==> config.mk <==
export PLATFORM = sky130hd
export DESIGN_NAME = jstk_spi_responder
export DESIGN_NICKNAME = d
export VERILOG_FILES = /design/src/rtl/jstk_spi_responder_pkg.sv /design/src/rtl/jstk_spi_responder_spi_pin_sync.sv /design/src/rtl/jstk_spi_responder.sv
export SDC_FILE = /design/constraint.sdc
export NUM_CORES = 1
export LEC_CHECK = 0
export CORE_ASPECT_RATIO = 1.2
export CORE_MARGIN = 1.5
export CORE_UTILIZATION = 60
export CTS_CLUSTER_SIZE = 14
export DETAILED_ROUTE_END_ITERATION = 10
export PLACE_DENSITY = 0.93
export SETUP_SLACK_MARGIN = 0.3
export SYNTH_ARGS = -nofsm -noshare
export SYNTH_HDL_FRONTEND = slang
export SYNTH_SLANG_ARGS = --single-unit
==> constraint.sdc <==
create_clock -name clk50M -period 4.3 [get_ports clk50M]
set_clock_uncertainty 0.2 [all_clocks]
set_input_delay 0.43 -clock clk50M [delete_from_list [all_inputs] [get_ports clk50M]]
set_output_delay 0.43 -clock clk50M [all_outputs]
set_load 0.01 [all_outputs]
==> src/rtl/jstk_spi_responder_pkg.sv <==
// jstk_spi_responder_pkg: shared constants, FSM states and PmodJSTK frame layout
package jstk_spi_responder_pkg;
  localparam int JSTK_CMD_VALID = 7;
  localparam int JSTK_FRAME_BITS = 40;
  localparam int X_LO = 4, X_HI = 3, Y_LO = 2, Y_HI = 1, BTN = 0;
  typedef enum logic [1:0] {WAIT_IDLE = 2'd0, IDLE = 2'd1, XFER = 2'd2} state_t;
  function automatic logic [JSTK_FRAME_BITS-1:0] jstk_frame(input logic [9:0] x, input logic [9:0] y, input logic [2:0] btn);
    logic [4:0][7:0] b;
    b[X_LO] = x[7:0];
    b[X_HI] = {6'b0, x[9:8]};
    b[Y_LO] = y[7:0];
    b[Y_HI] = {6'b0, y[9:8]};
    b[BTN] = {5'b0, btn};
    return b;
  endfunction
endpackage

==> src/rtl/jstk_spi_responder_spi_pin_sync.sv <==
// jstk_spi_responder_spi_pin_sync: N-stage synchronizer with registered rise/fall pulses
module jstk_spi_responder_spi_pin_sync #(
  parameter int N = 2
) (
  input  logic clk,
  input  logic rst_n,
  input  logic d,
  output logic q,
  output logic rise,
  output logic fall
);
  logic [N-1:0] sr;
  logic prev;
  assign q = sr[N-1];
  always_ff @(posedge clk or negedge rst_n)
    if (!rst_n) begin
      sr <= '0;
      prev <= 1'b0;
      rise <= 1'b0;
      fall <= 1'b0;
    end else begin
      sr <= {sr[N-2:0], d};
      prev <= sr[N-1];
      rise <= sr[N-1] & ~prev;
      fall <= ~sr[N-1] & prev;
    end
endmodule

==> src/rtl/jstk_spi_responder.sv <==
// jstk_spi_responder: mode-0 SPI slave returning a PmodJSTK frame, all logic in the clk50M domain
module jstk_spi_responder
  import jstk_spi_responder_pkg::*;
#(
  parameter int SYNC_STAGES = 2,
  parameter int FRAME_BYTES = 5
) (
  input  logic       clk50M,
  input  logic       rst_n,
  input  logic       cs,
  input  logic       sck,
  input  logic       mosi,
  output logic       miso,
  output logic       miso_oe,
  input  logic [9:0] x,
  input  logic [9:0] y,
  input  logic [2:0] btn,
  output logic       ld1,
  output logic       ld2,
  output logic       frame_done,
  output logic       frame_err
);
  localparam int FB = FRAME_BYTES * 8;
  localparam int CW = $clog2(FB + 1);
  logic cs_q, cs_rise, cs_fall, sck_rise, sck_fall, mosi_q;
  logic sck_q_unused, mosi_rise_unused, mosi_fall_unused;
  state_t state;
  logic [FB-1:0] tx_sr;
  logic [7:0] rx_sr, cmd, rx_next;
  logic [CW-1:0] bit_cnt;
  logic [JSTK_FRAME_BITS-1:0] snap;
  logic full;
  assign rx_next = {rx_sr[6:0], mosi_q};
  assign snap = jstk_frame(x, y, btn);
  assign full = bit_cnt == CW'(FB);
  jstk_spi_responder_spi_pin_sync #(.N(SYNC_STAGES)) u_cs (.clk(clk50M), .rst_n(rst_n), .d(cs), .q(cs_q), .rise(cs_rise), .fall(cs_fall));
  jstk_spi_responder_spi_pin_sync #(.N(SYNC_STAGES)) u_sck (.clk(clk50M), .rst_n(rst_n), .d(sck), .q(sck_q_unused), .rise(sck_rise), .fall(sck_fall));
  jstk_spi_responder_spi_pin_sync #(.N(SYNC_STAGES)) u_mosi (.clk(clk50M), .rst_n(rst_n), .d(mosi), .q(mosi_q), .rise(mosi_rise_unused), .fall(mosi_fall_unused));
  always_ff @(posedge clk50M or negedge rst_n)
    if (!rst_n) begin
      state <= WAIT_IDLE;
      tx_sr <= '0;
      rx_sr <= '0;
      cmd <= '0;
      bit_cnt <= '0;
      miso <= 1'b0;
      miso_oe <= 1'b0;
      ld1 <= 1'b0;
      ld2 <= 1'b0;
      frame_done <= 1'b0;
      frame_err <= 1'b0;
    end else begin
      frame_done <= 1'b0;
      frame_err <= 1'b0;
      case (state)
        WAIT_IDLE: state <= cs_q ? IDLE : WAIT_IDLE;
        IDLE:
          if (cs_fall) begin
            tx_sr <= FB'(snap) << (FB - JSTK_FRAME_BITS);
            bit_cnt <= '0;
            miso <= snap[JSTK_FRAME_BITS-1];
            miso_oe <= 1'b1;
            state <= XFER;
          end
        XFER:
          // cs rise outranks any sck edge landing in the same cycle
          if (cs_rise) begin
            miso <= 1'b0;
            miso_oe <= 1'b0;
            state <= IDLE;
            frame_done <= full;
            frame_err <= ~full;
            if (full && cmd[JSTK_CMD_VALID]) begin
              ld1 <= cmd[0];
              ld2 <= cmd[1];
            end
          end else if (sck_rise) begin
            rx_sr <= rx_next;
            bit_cnt <= full ? bit_cnt : bit_cnt + CW'(1);
            if (bit_cnt == CW'(7)) cmd <= rx_next;
          end else if (sck_fall) begin
            tx_sr <= {tx_sr[FB-2:0], 1'b0};
            miso <= tx_sr[FB-2];
          end
        default: state <= WAIT_IDLE;
      endcase
    end
endmodule

==> results.py, run 1 <==
metrics = {
    "grt": {
        "antenna_found_initial": 0,
        "grt_max_degree": 52,
        "grt_pass1_wl_um": 9742,
        "groute.usage.overall_pct": 21.97,
        "overflow": 0,
        "grt_pass1_vias": 2080,
    },
    "sta": {
        "whs_ns": 0.08714,
        "fmax_ghz": 0.3615,
        "setup_viol": 0,
        "final_max_slew_viol_count": 0,
        "worst_slew_pin_slew_ns": 1.091,
        "post-route-min-period_ns": 2.766,
        "maxSlewHeadroom_pct": 27.29,
        "finalCritPeriodShare_pct": 64.33,
        "hold_viol": 0,
        "rsz0062_at_grt": "false",
        "setup_tns_ns": 0,
    },
    "synthesis": {
        "syn_area_per_cell_um2": 11.21,
        "synth.distinct_cells": 40,
        "ys_ff_latch": 75,
        "yosysSeqAreaShare_pct": 58.96,
        "syn_nets": 318,
        "syn_area_um2": 3183,
        "ys_warn_count": 0,
        "syn_inst": 284,
    },
    "power_and_ir_drop": {
        "max-vdd-ir-drop_mv": 0.3861,
        "swShare_pct": 34.45,
        "p_per_area_nw_per_um2": 592.0,
        "p_int_mw": 1.469,
        "switchingPower_uw": 772.1,
        "power_frac_comb_pct": 30.6,
        "power.total_mw": 2.241,
        "clock_power_share_pct": 26.3,
        "seqPwrFrac_pct": 43.1,
        "leakage_nw": 1.666,
    },
    "die": {
        "die_area_um2": 5753,
        "die_w_um": 69.49,
        "die_height_um": 82.79,
        "rows": 28,
        "coreArea_um2": 5010,
        "initial_core_util_pct": 63.54,
        "design.portCount": 34,
    },
    "finish": {
        "nFillCells": 327,
        "n_antenna_cell": 0,
        "final_area_um2": 3786,
        "finish.net_count": 353,
        "layout-drive-gt1-share_pct": 14.51,
        "stdcell_count": 384,
        "syn2layout_area_growth_pct": 18.95,
    },
    "route": {
        "wl_um": 5695,
        "wl_per_cell_um": 14.83,
        "firstDrtPassIters": 6,
        "vias": 2114,
        "ant_nets": 0,
        "drc": 0,
        "via_per_inst": 5.505,
        "drt-initial-drc-count": 130,
    },
    "place": {
        "dpl_cell_area_um2": 3570,
        "placed_cells": 368,
        "gp_congestion": 0.8536,
        "place.port_buffers": 33,
        "hpwl_um": 3892,
    },
    "cts": {
        "cts.path.max_buffers": 2,
        "cts_resized": 0,
        "clock_latency_ns": 0.35,
        "cts_sinks": 75,
        "numCtsBuffers": 9,
        "htree_levels": 3,
        "ctsHoldBuffers": 0,
        "postCtsSetupBuffers": 0,
        "tritoncts": "built",
        "cts_root_buffer": "clkbuf_8",
        "clkTransAtPathRegs_ns": 0.08,
    },
    "critical_path": {
        "startpoint_type": "flip-flop",
        "critPathKind": "reg -> reg",
        "crit_required_ns": 4.32,
        "crit_slowest_cell": "o2111ai_4",
        "crit_arrival_ns": 2.79,
        "path_cells": "inv_1 -> ha_2 -> inv_2 -> o2111ai_4 -> buf_4 -> o21ai_0",
        "cp_max_fo": 51,
        "end_kind": "flip-flop",
        "slowest_delay_ns": 0.85,
    },
    "flow_run": {
        "maxCapViolations": 0,
    },
    "min_path": {
        "hold_path_class": "in -> async",
    },
    "run_status": {
        "status": "finished clean",
    },
}
-- layout make-up --
type | count | area (um2) | share of cell area (%)
Tap cell | 60 | 75.07 | 1.983
Timing Repair Buffer | 37 | 355.3 | 9.385
Inverter | 6 | 22.52 | 0.5948
Sequential cell | 75 | 1877 | 49.57
Clock buffer | 10 | 127.6 | 3.371
Multi-Input combinational cell | 190 | 1240 | 32.75
Clock inverter | 6 | 88.84 | 2.346
-- power by group through the flow --
stage / Combinational, mW / Sequential (mW) / Clock [mW]
after global routing: 0.779 / 0.984 / 0.624
final: 0.685 / 0.966 / 0.590
after floorplan: 0.521 / 0.955 / 0
after detailed placement: 0.694 / 0.977 / 0
after global placement: 0.650 / 0.968 / 0
after CTS: 0.689 / 0.966 / 0.597
-- kinds of logic (layout without fill, tap and decap cells) --
family,count (synthesis),count (layout),synth area share (%)
simple gates,93,93,14.07
flops,75,75,58.96
compound gates,55,55,9.945
mux,36,36,12.15
buf+inv,19,59,2.516
fa+ha+maj,6,6,2.358
-- worst max-delay path: cells and delay by family, from the launching register on --
family	cells	cell delay (ns)
buf+inv	3	0.56
fa+ha+maj	1	0.48
flops	1	0.42
compound gates	2	0.97
-- metal layers --
layer,GRT usage (%),vias to the layer above,part of all wire [%]
met2,36.54,42,49
met3,6.280,7,4.3
met5,0,-,0
met1,28.35,1025,45
met4,7.059,0,1.3
li1,-,1040,-
-- metrics by stage --
stage / setup slack [ns] / util [%]
5_1_grt: 1.292 / 75.57
6_report: 1.534 / 75.57
2_1_floorplan: 2.342 / -
3_3_place_gp: 1.629 / 71.25
3_5_place_dp: 1.522 / 71.25
4_1_cts: 1.541 / 75.57
-- layout by cell type, fill, tap and decap left out, types with 2 or more instances in the layout --
master            n
clkinvlp_4        2
nor2b_1           6
clkdlybuf4s50_1  32
mux2_4            2
nand2_2           2
ha_1              5
clkbuf_8          9
a22o_1            3
o21ai_1           3
nor2_1            3
inv_1             5
o21ai_0          39
mux2i_1          21
nand4_1           2
bufinv_16         2
a21oi_1           2
buf_4             4
nand2_1          62
mux2_2           13
nand3_1           5
dfrtp_1          75
-- registers in the layout (all words and copies together), names as in the netlist, 2 cells and up --
name / cells
rx_sr: 7
tx_sr: 39
u_sck.sr: 2
u_mosi.sr: 2
cmd: 3
state: 2
bit_cnt: 6
u_cs.sr: 2
-- synthesized netlist by cell type --
cell / count / area (um2)
nand2b_1: 1 / 6.260
nand3_1: 5 / 25.02
dfrtp_1: 75 / 1877
inv_1: 5 / 18.77
nor2b_1: 6 / 37.54
a21o_1: 1 / 7.510
o21ai_1: 3 / 15.01
nor3_1: 1 / 5.000
clkbuf_1: 6 / 22.52
or4_1: 1 / 7.510
or3b_4: 1 / 11.26
a21boi_0: 1 / 7.510
nand4_1: 2 / 12.51
o311ai_0: 1 / 8.760
nor3_4: 1 / 16.27
or2_2: 1 / 6.260
ha_1: 6 / 75.07
mux2_2: 13 / 146.4
a22oi_1: 1 / 7.510
and2_4: 1 / 8.760
nand4b_1: 1 / 8.760
o2111ai_2: 1 / 15.01
and2_1: 1 / 6.260
or4_2: 1 / 8.760
nor3_2: 1 / 10.01
nand2_1: 62 / 232.7
nand3_2: 1 / 10.01
nor2_1: 3 / 11.26
buf_2: 7 / 35.03
nand2_2: 2 / 12.51
nand4bb_1: 1 / 11.26
mux2_4: 2 / 30.03
a22o_1: 3 / 26.28
o21ai_0: 39 / 195.2
o211ai_1: 1 / 7.510
a21oi_1: 2 / 10.01
o31ai_1: 1 / 7.510
o41ai_1: 1 / 8.760
inv_2: 1 / 3.750
mux2i_1: 21 / 210.2
-- path summary, 6_finish.rpt --
check / startpoint / end / slack [ns] / cells past startpoint
setup reg to reg: state[0]$_DFFE_PN0P_ / tx_sr[14]$_DFFE_PN0P_ / 1.53 / 6
hold reg to reg: u_sck.sr[0]$_DFF_PN0_ / u_sck.sr[1]$_DFF_PN0_ / 0.16 / 0
hold / removal: rst_n / state[1]$_DFFE_PN0P_ / 0.09 / 1
max in group asynchronous: rst_n / tx_sr[25]$_DFFE_PN0P_ / 2.87 / 2
setup / recovery: state[0]$_DFFE_PN0P_ / tx_sr[14]$_DFFE_PN0P_ / 1.53 / 6
min in group clk50M: u_sck.sr[0]$_DFF_PN0_ / u_sck.sr[1]$_DFF_PN0_ / 0.16 / 0
Power figures use the tool's default switching activity.
==> run 2: changes to the inputs <==
--- a/config.mk
+++ b/config.mk
@@ -7,10 +7,10 @@
 export LEC_CHECK = 0
 export CORE_ASPECT_RATIO = 1.2
 export CORE_MARGIN = 1.5
-export CORE_UTILIZATION = 60
+export CORE_UTILIZATION = 56
 export CTS_CLUSTER_SIZE = 14
 export DETAILED_ROUTE_END_ITERATION = 10
-export PLACE_DENSITY = 0.93
+export PLACE_DENSITY = 0.88
 export SETUP_SLACK_MARGIN = 0.3
 export SYNTH_ARGS = -nofsm -noshare
 export SYNTH_HDL_FRONTEND = slang
==> constraint.sdc (replaced) <==
create_clock -name clk50M -period 2.86 [get_ports clk50M]
set_clock_uncertainty 0.2 [all_clocks]
set_input_delay 0.286 -clock clk50M [delete_from_list [all_inputs] [get_ports clk50M]]
set_output_delay 0.286 -clock clk50M [all_outputs]
set_load 0.01 [all_outputs]
==> run 2 against run 1 <==
Final area is 0.53% lower. Wire length is 2.2% lower. Worst setup slack worse by 0.93 ns. Clock power is 23% higher. Power is 44% higher. Sequential share of layout area is 0.26 points higher. First-iteration DRC count is 2.3% higher. Critical path type unchanged. Critical endpoint is now cmd[1]$_DFFE_PN0P_. Largest cell class unchanged.
==> results.py, run 2 (synthesis results as in run 1) <==
metrics = {
    "die": {
        "design.portCount": 34,
        "die_height_um": 85.59,
        "die_area_um2": 6148,
        "coreArea_um2": 5370,
        "rows": 29,
        "initial_core_util_pct": 59.27,
        "die_w_um": 71.83,
    },
    "place": {
        "placed_cells": 370,
        "hpwl_um": 3754,
        "place.port_buffers": 33,
        "gp_congestion": 0.7713,
        "dpl_cell_area_um2": 3585,
        "post-place-ws_ns": 0.6350,
    },
    "sta": {
        "final.setup.worst_slack_ns": 0.5989,
        "finalCritPeriodShare_pct": 79.06,
        "worst_slew_pin_slew_ns": 0.9146,
        "setup_viol": 0,
        "maxSlewHeadroom_pct": 39.03,
        "fmax_ghz": 0.4423,
        "post-route-min-period_ns": 2.261,
        "setup_tns_ns": 0,
        "hold_viol": 0,
        "rsz0062_at_grt": "false",
        "whs_ns": 0.1549,
        "final_max_slew_viol_count": 0,
    },
    "grt": {
        "antenna_found_initial": 0,
        "grt_pass1_vias": 2161,
        "grt_max_degree": 78,
        "overflow": 0,
        "grt_pass1_wl_um": 9908,
        "groute.usage.overall_pct": 21.06,
    },
    "power_and_ir_drop": {
        "p_per_area_nw_per_um2": 859.8,
        "power.total_mw": 3.238,
        "max-vdd-ir-drop_mv": 0.6036,
        "power_frac_comb_pct": 32.6,
        "seqPwrFrac_pct": 45.0,
        "leakage_nw": 1.660,
        "clock_power_share_pct": 22.4,
        "switchingPower_mw": 1.163,
        "swShare_pct": 35.93,
        "p_int_mw": 2.075,
    },
    "critical_path": {
        "path_cells": "inv_1 -> ha_2 -> nor2b_1 -> nand2_2 -> nor3_2 -> mux2_2",
        "crit_slowest_cell": "dfrtp_1",
        "cp.buffers_inverters": 1,
        "slowest_delay_ns": 0.44,
        "crit_family": "simple AND/OR/NAND/NOR gates",
        "end_kind": "flip-flop",
        "critPathKind": "reg -> reg",
        "crit_cells": 6,
        "startpoint_type": "flip-flop",
        "crit_arrival_ns": 2.30,
        "cp_max_fo": 11,
        "r2r_cells": 6,
        "crit_required_ns": 2.90,
    },
    "route": {
        "vias": 2131,
        "ant_nets": 0,
        "via_per_inst": 5.506,
        "wl_per_cell_um": 14.39,
        "wl_um": 5568,
        "drc": 0,
        "firstDrtPassIters": 6,
        "drt-initial-drc-count": 133,
    },
    "cts": {
        "numCtsBuffers": 9,
        "cts_sinks": 75,
        "cts.path.max_buffers": 2,
        "clkTransAtPathRegs_ns": 0.08,
        "clock_latency_ns": 0.35,
        "htree_levels": 3,
        "cts_resized": 0,
        "cts_root_buffer": "clkbuf_8",
        "ctsHoldBuffers": 1,
        "tritoncts": "built",
        "postCtsSetupBuffers": 0,
    },
    "finish": {
        "final_area_um2": 3766,
        "n_antenna_cell": 0,
        "largest_register": "tx_sr",
        "layout_commonest_cell": "dfrtp_1",
        "syn2layout_area_growth_pct": 18.32,
        "finish.net_count": 354,
        "layout-drive-gt1-share_pct": 14.15,
        "top_regs": "tx_sr x39, rx_sr x7, bit_cnt x6",
        "final_util_pct": 70.13,
        "largest_reg_flops": 39,
        "stdcell_count": 387,
        "final_cell_mix": "dfrtp_1 (75), nand2_1 (62), o21ai_0 (39), clkdlybuf4s50_1 (32), mux2i_1 (21)",
    },
    "run_status": {
        "status": "finished clean",
    },
    "min_path": {
        "hold_path_class": "reg -> reg",
        "holdPathStages": 0,
    },
    "flow_run": {
        "maxCapViolations": 0,
    },
}
## run 2: power groups by stage
| stage | Clock (mW) | Sequential, mW | Combinational, mW |
|---|---|---|---|
| final | 0.725 | 1.46 | 1.05 |
| after global routing | 0.780 | 1.49 | 1.20 |
| after CTS | 0.733 | 1.46 | 1.07 |
| after detailed placement | 0 | 1.48 | 1.06 |
| after global placement | 0 | 1.45 | 1.02 |
| after floorplan | 0 | 1.44 | 0.783 |
## run 2: worst paths after layout
path                                              from  slack [ns]                      to
worst max-delay path              state[0]$_DFFE_PN0P_        0.60      cmd[1]$_DFFE_PN0P_
worst min-delay path            u_mosi.sr[0]$_DFF_PN0_        0.15  u_mosi.sr[1]$_DFF_PN0_
worst max register to register    state[0]$_DFFE_PN0P_        0.60      cmd[1]$_DFFE_PN0P_
worst min register to register  u_mosi.sr[0]$_DFF_PN0_        0.15  u_mosi.sr[1]$_DFF_PN0_
max in group asynchronous                        rst_n        1.39   tx_sr[19]$_DFFE_PN0P_
min in group asynchronous                        rst_n        0.49  bit_cnt[2]$_DFFE_PN0P_
## run 2: worst reg2reg max path: stages, from the launching register on
cell and delay [ns]:
dfrtp_1 0.44, inv_1 0.12, ha_2 0.31, nor2b_1 0.23, nand2_2 0.17, nor3_2 0.30, mux2_2 0.38
## run 2: layer usage
metal | part of all wire [%] | vias up | track usage, %
li1 | - | 1047 | -
met1 | 45 | 1028 | 27.81
met2 | 49 | 41 | 32.74
met3 | 3.3 | 15 | 6.110
met4 | 2.6 | 0 | 8.748
met5 | 0 | - | 0
## run 2: cell type report
cell class                      instances  area (um2)
Clock inverter                          4       26.28
Clock buffer                           12       145.1
Multi-Input combinational cell        190        1240
Timing Repair Buffer                   38       377.9
Tap cell                               62       77.57
Inverter                                6       22.52
Fill cell                             392        1604
Sequential cell                        75        1877
==> run 3: changes to the inputs <==
--- a/config.mk
+++ b/config.mk
@@ -7,10 +7,10 @@
 export LEC_CHECK = 0
 export CORE_ASPECT_RATIO = 1.2
 export CORE_MARGIN = 1.5
-export CORE_UTILIZATION = 56
+export CORE_UTILIZATION = 50
 export CTS_CLUSTER_SIZE = 14
 export DETAILED_ROUTE_END_ITERATION = 10
-export PLACE_DENSITY = 0.88
+export PLACE_DENSITY = 0.84
 export SETUP_SLACK_MARGIN = 0.3
 export SYNTH_ARGS = -nofsm -noshare
 export SYNTH_HDL_FRONTEND = slang
==> constraint.sdc (replaced) <==
create_clock -name clk50M -period 1.9 [get_ports clk50M]
set_clock_uncertainty 0.2 [all_clocks]
set_input_delay 0.19 -clock clk50M [delete_from_list [all_inputs] [get_ports clk50M]]
set_output_delay 0.19 -clock clk50M [all_outputs]
set_load 0.01 [all_outputs]
==> run 3 against run 2 <==
Die area rose by 12%. Critical path depth rose by 1. Final area rose by 18%. Cell count rose by 13%. Sequential power rose by 53%. First-iteration DRC count did not move. Count of clock-buffer cells in the layout fell by 1. Via count rose by 13%. Utilization rose by 2.6 points. Flip-flop and latch count did not move. Worst setup slack got worse by 0.58 ns. Largest cell class unchanged.
==> results.py, run 3 (synthesis results as in run 1) <==
metrics = {
    "finish": {
        "largest_register": "tx_sr",
        "layout-drive-gt1-share_pct": 29.38,
        "largest_reg_flops": 39,
        "stdcell_count": 436,
        "final_cell_mix": "dfrtp_1 (74), nand2_1 (54), clkdlybuf4s50_1 (26), mux2i_1 (21), o21ai_1 (19)",
        "final_util_pct": 72.71,
        "syn2layout_area_growth_pct": 39.11,
        "n_antenna_cell": 0,
        "finish.net_count": 384,
        "top_regs": "tx_sr x39, rx_sr x7, bit_cnt x6",
        "layout_commonest_cell": "dfrtp_1",
    },
    "grt": {
        "grt_pass1_vias": 2336,
        "antenna_found_initial": 0,
        "grt_pass1_wl_um": 10900,
        "grt_max_degree": 42,
        "overflow": 0,
        "groute.usage.overall_pct": 21.29,
    },
    "sta": {
        "rsz0062_at_grt": "true",
        "whs_ns": 0.07560,
        "hold_viol": 0,
        "final_max_slew_viol_count": 0,
        "worst_slew_pin_slew_ns": 0.5505,
        "final.setup.worst_slack_ns": 0.02279,
        "post-route-min-period_ns": 1.877,
        "finalCritPeriodShare_pct": 98.80,
        "fmax_ghz": 0.5327,
        "setup_viol": 0,
        "maxSlewHeadroom_pct": 63.30,
    },
    "place": {
        "hpwl_um": 4113,
        "gp_congestion": 0.7904,
        "post-place-ws_ns": 0.05801,
        "place.port_buffers": 33,
        "placed_cells": 401,
    },
    "critical_path": {
        "end_kind": "flip-flop",
        "critPathKind": "reg -> reg",
        "r2r_cells": 7,
        "crit_arrival_ns": 1.92,
        "r2r-start": "state[0]$_DFFE_PN0P_",
        "timing.reg2reg.setup_slack_ns": 0.02,
        "cp_max_fo": 8,
        "crit_start": "state[0]$_DFFE_PN0P_",
        "crit_required_ns": 1.94,
        "startpoint_type": "flip-flop",
        "timing.rr.end": "tx_sr[29]$_DFFE_PN0P_",
    },
    "route": {
        "vias": 2398,
        "ant_nets": 0,
        "wl_per_cell_um": 16.65,
        "drc": 0,
        "wl_um": 7260,
        "drt-initial-drc-count": 133,
        "via_per_inst": 5.500,
        "firstDrtPassIters": 4,
    },
    "flow_run": {
        "maxCapViolations": 0,
    },
    "cts": {
        "cts_sinks": 75,
        "numCtsBuffers": 9,
        "cts_root_buffer": "clkbuf_8",
        "htree_levels": 3,
        "cts.path.max_buffers": 2,
        "tritoncts": "built",
        "clock_latency_ns": 0.35,
        "clkTransAtPathRegs_ns": 0.08,
    },
    "power_and_ir_drop": {
        "power.total_mw": 6.582,
        "seqPwrFrac_pct": 33.9,
        "switchingPower_mw": 2.241,
        "max-vdd-ir-drop_mv": 0.7346,
        "p_int_mw": 4.341,
        "leakage_nw": 2.011,
        "clock_power_share_pct": 22.6,
        "power_frac_comb_pct": 43.5,
        "swShare_pct": 34.05,
        "p_per_area_nw_per_um2": 1487,
    },
    "min_path": {
        "holdPathStages": 1,
        "hold_path_class": "in -> reg",
        "min-delay-start": "sck",
        "holdPathEnd": "u_sck.sr[0]$_DFF_PN0_",
    },
    "die": {
        "die_w_um": 75.84,
        "die_area_um2": 6856,
        "rows": 31,
        "coreArea_um2": 6090,
        "die_height_um": 90.41,
        "initial_core_util_pct": 52.27,
        "design.portCount": 34,
    },
    "run_status": {
        "status": "finished clean",
    },
}
## run 3: cell type report
cell class	count	area (um2)
tap	82	102.6
timing repair buffer	68	754.5
sequential	75	1878
multi-input combinational	190	1428
inverter	6	25.02
fill	401	1662
clock inverter	4	98.84
clock buffer	11	141.4
## run 3: metal layers
layer / up-vias / global-route usage, % / wire (um)
met2: 77 / 31.88 / 3762
met3: 24 / 7.143 / 314
met4: 0 / 8.929 / 261
met5: - / 0 / 0
met1: 1193 / 27.99 / 2921
li1: 1104 / - / -
## run 3: worst max-delay path, cell delays in order (launching register included)
cell and delay (ns):
dfrtp_1 0.38, inv_2 0.07, buf_6 0.11, ha_4 0.31, o2111ai_4 0.12, buf_12 0.18
buf_12 0.13, o21ai_0 0.26
## run 3: how the worst max path moves through the flow
stage | endpoint | slack (ns)
3_5_place_dp | cmd[0]$_DFFE_PN0P_ | 0.06
4_1_cts | cmd[7]$_DFFE_PN0P_ | 0.06
2_1_floorplan | cmd[0]$_DFFE_PN0P_ | 0.15
3_3_place_gp | state[0]$_DFFE_PN0P_ | 0.13
5_1_grt | tx_sr[29]$_DFFE_PN0P_ | -0.04
6_report | tx_sr[29]$_DFFE_PN0P_ | 0.02
## run 3: power groups by stage
stage	combinational [mW]	sequential, mW	clock [mW]
after floorplan	1.35	2.17	0
after global placement	1.82	2.19	0
after detailed placement	1.91	2.22	0
after CTS	2.10	2.20	1.49
after global routing	3.07	2.27	1.58
final	2.87	2.23	1.49
## run 3: metrics by stage
| step | setup TNS, ns | instance area (um2) |
|---|---|---|
| floorplan | 0 | 3284 |
| global placement | 0 | 3814 |
| detailed placement | 0 | 3814 |
| CTS | 0 | 4151 |
| global route | -0.03885 | 4428 |
| finish | 0 | 4428 |
## run 3: repair_timing
action	4_1_cts	5_1_grt
cloned	1	4
endpoints found under the setup margin	61	62
resized for setup	16	50
hold endpoints to repair	20	0
setup buffers	8	6
hold buffers	1	0
pin swaps	6	14
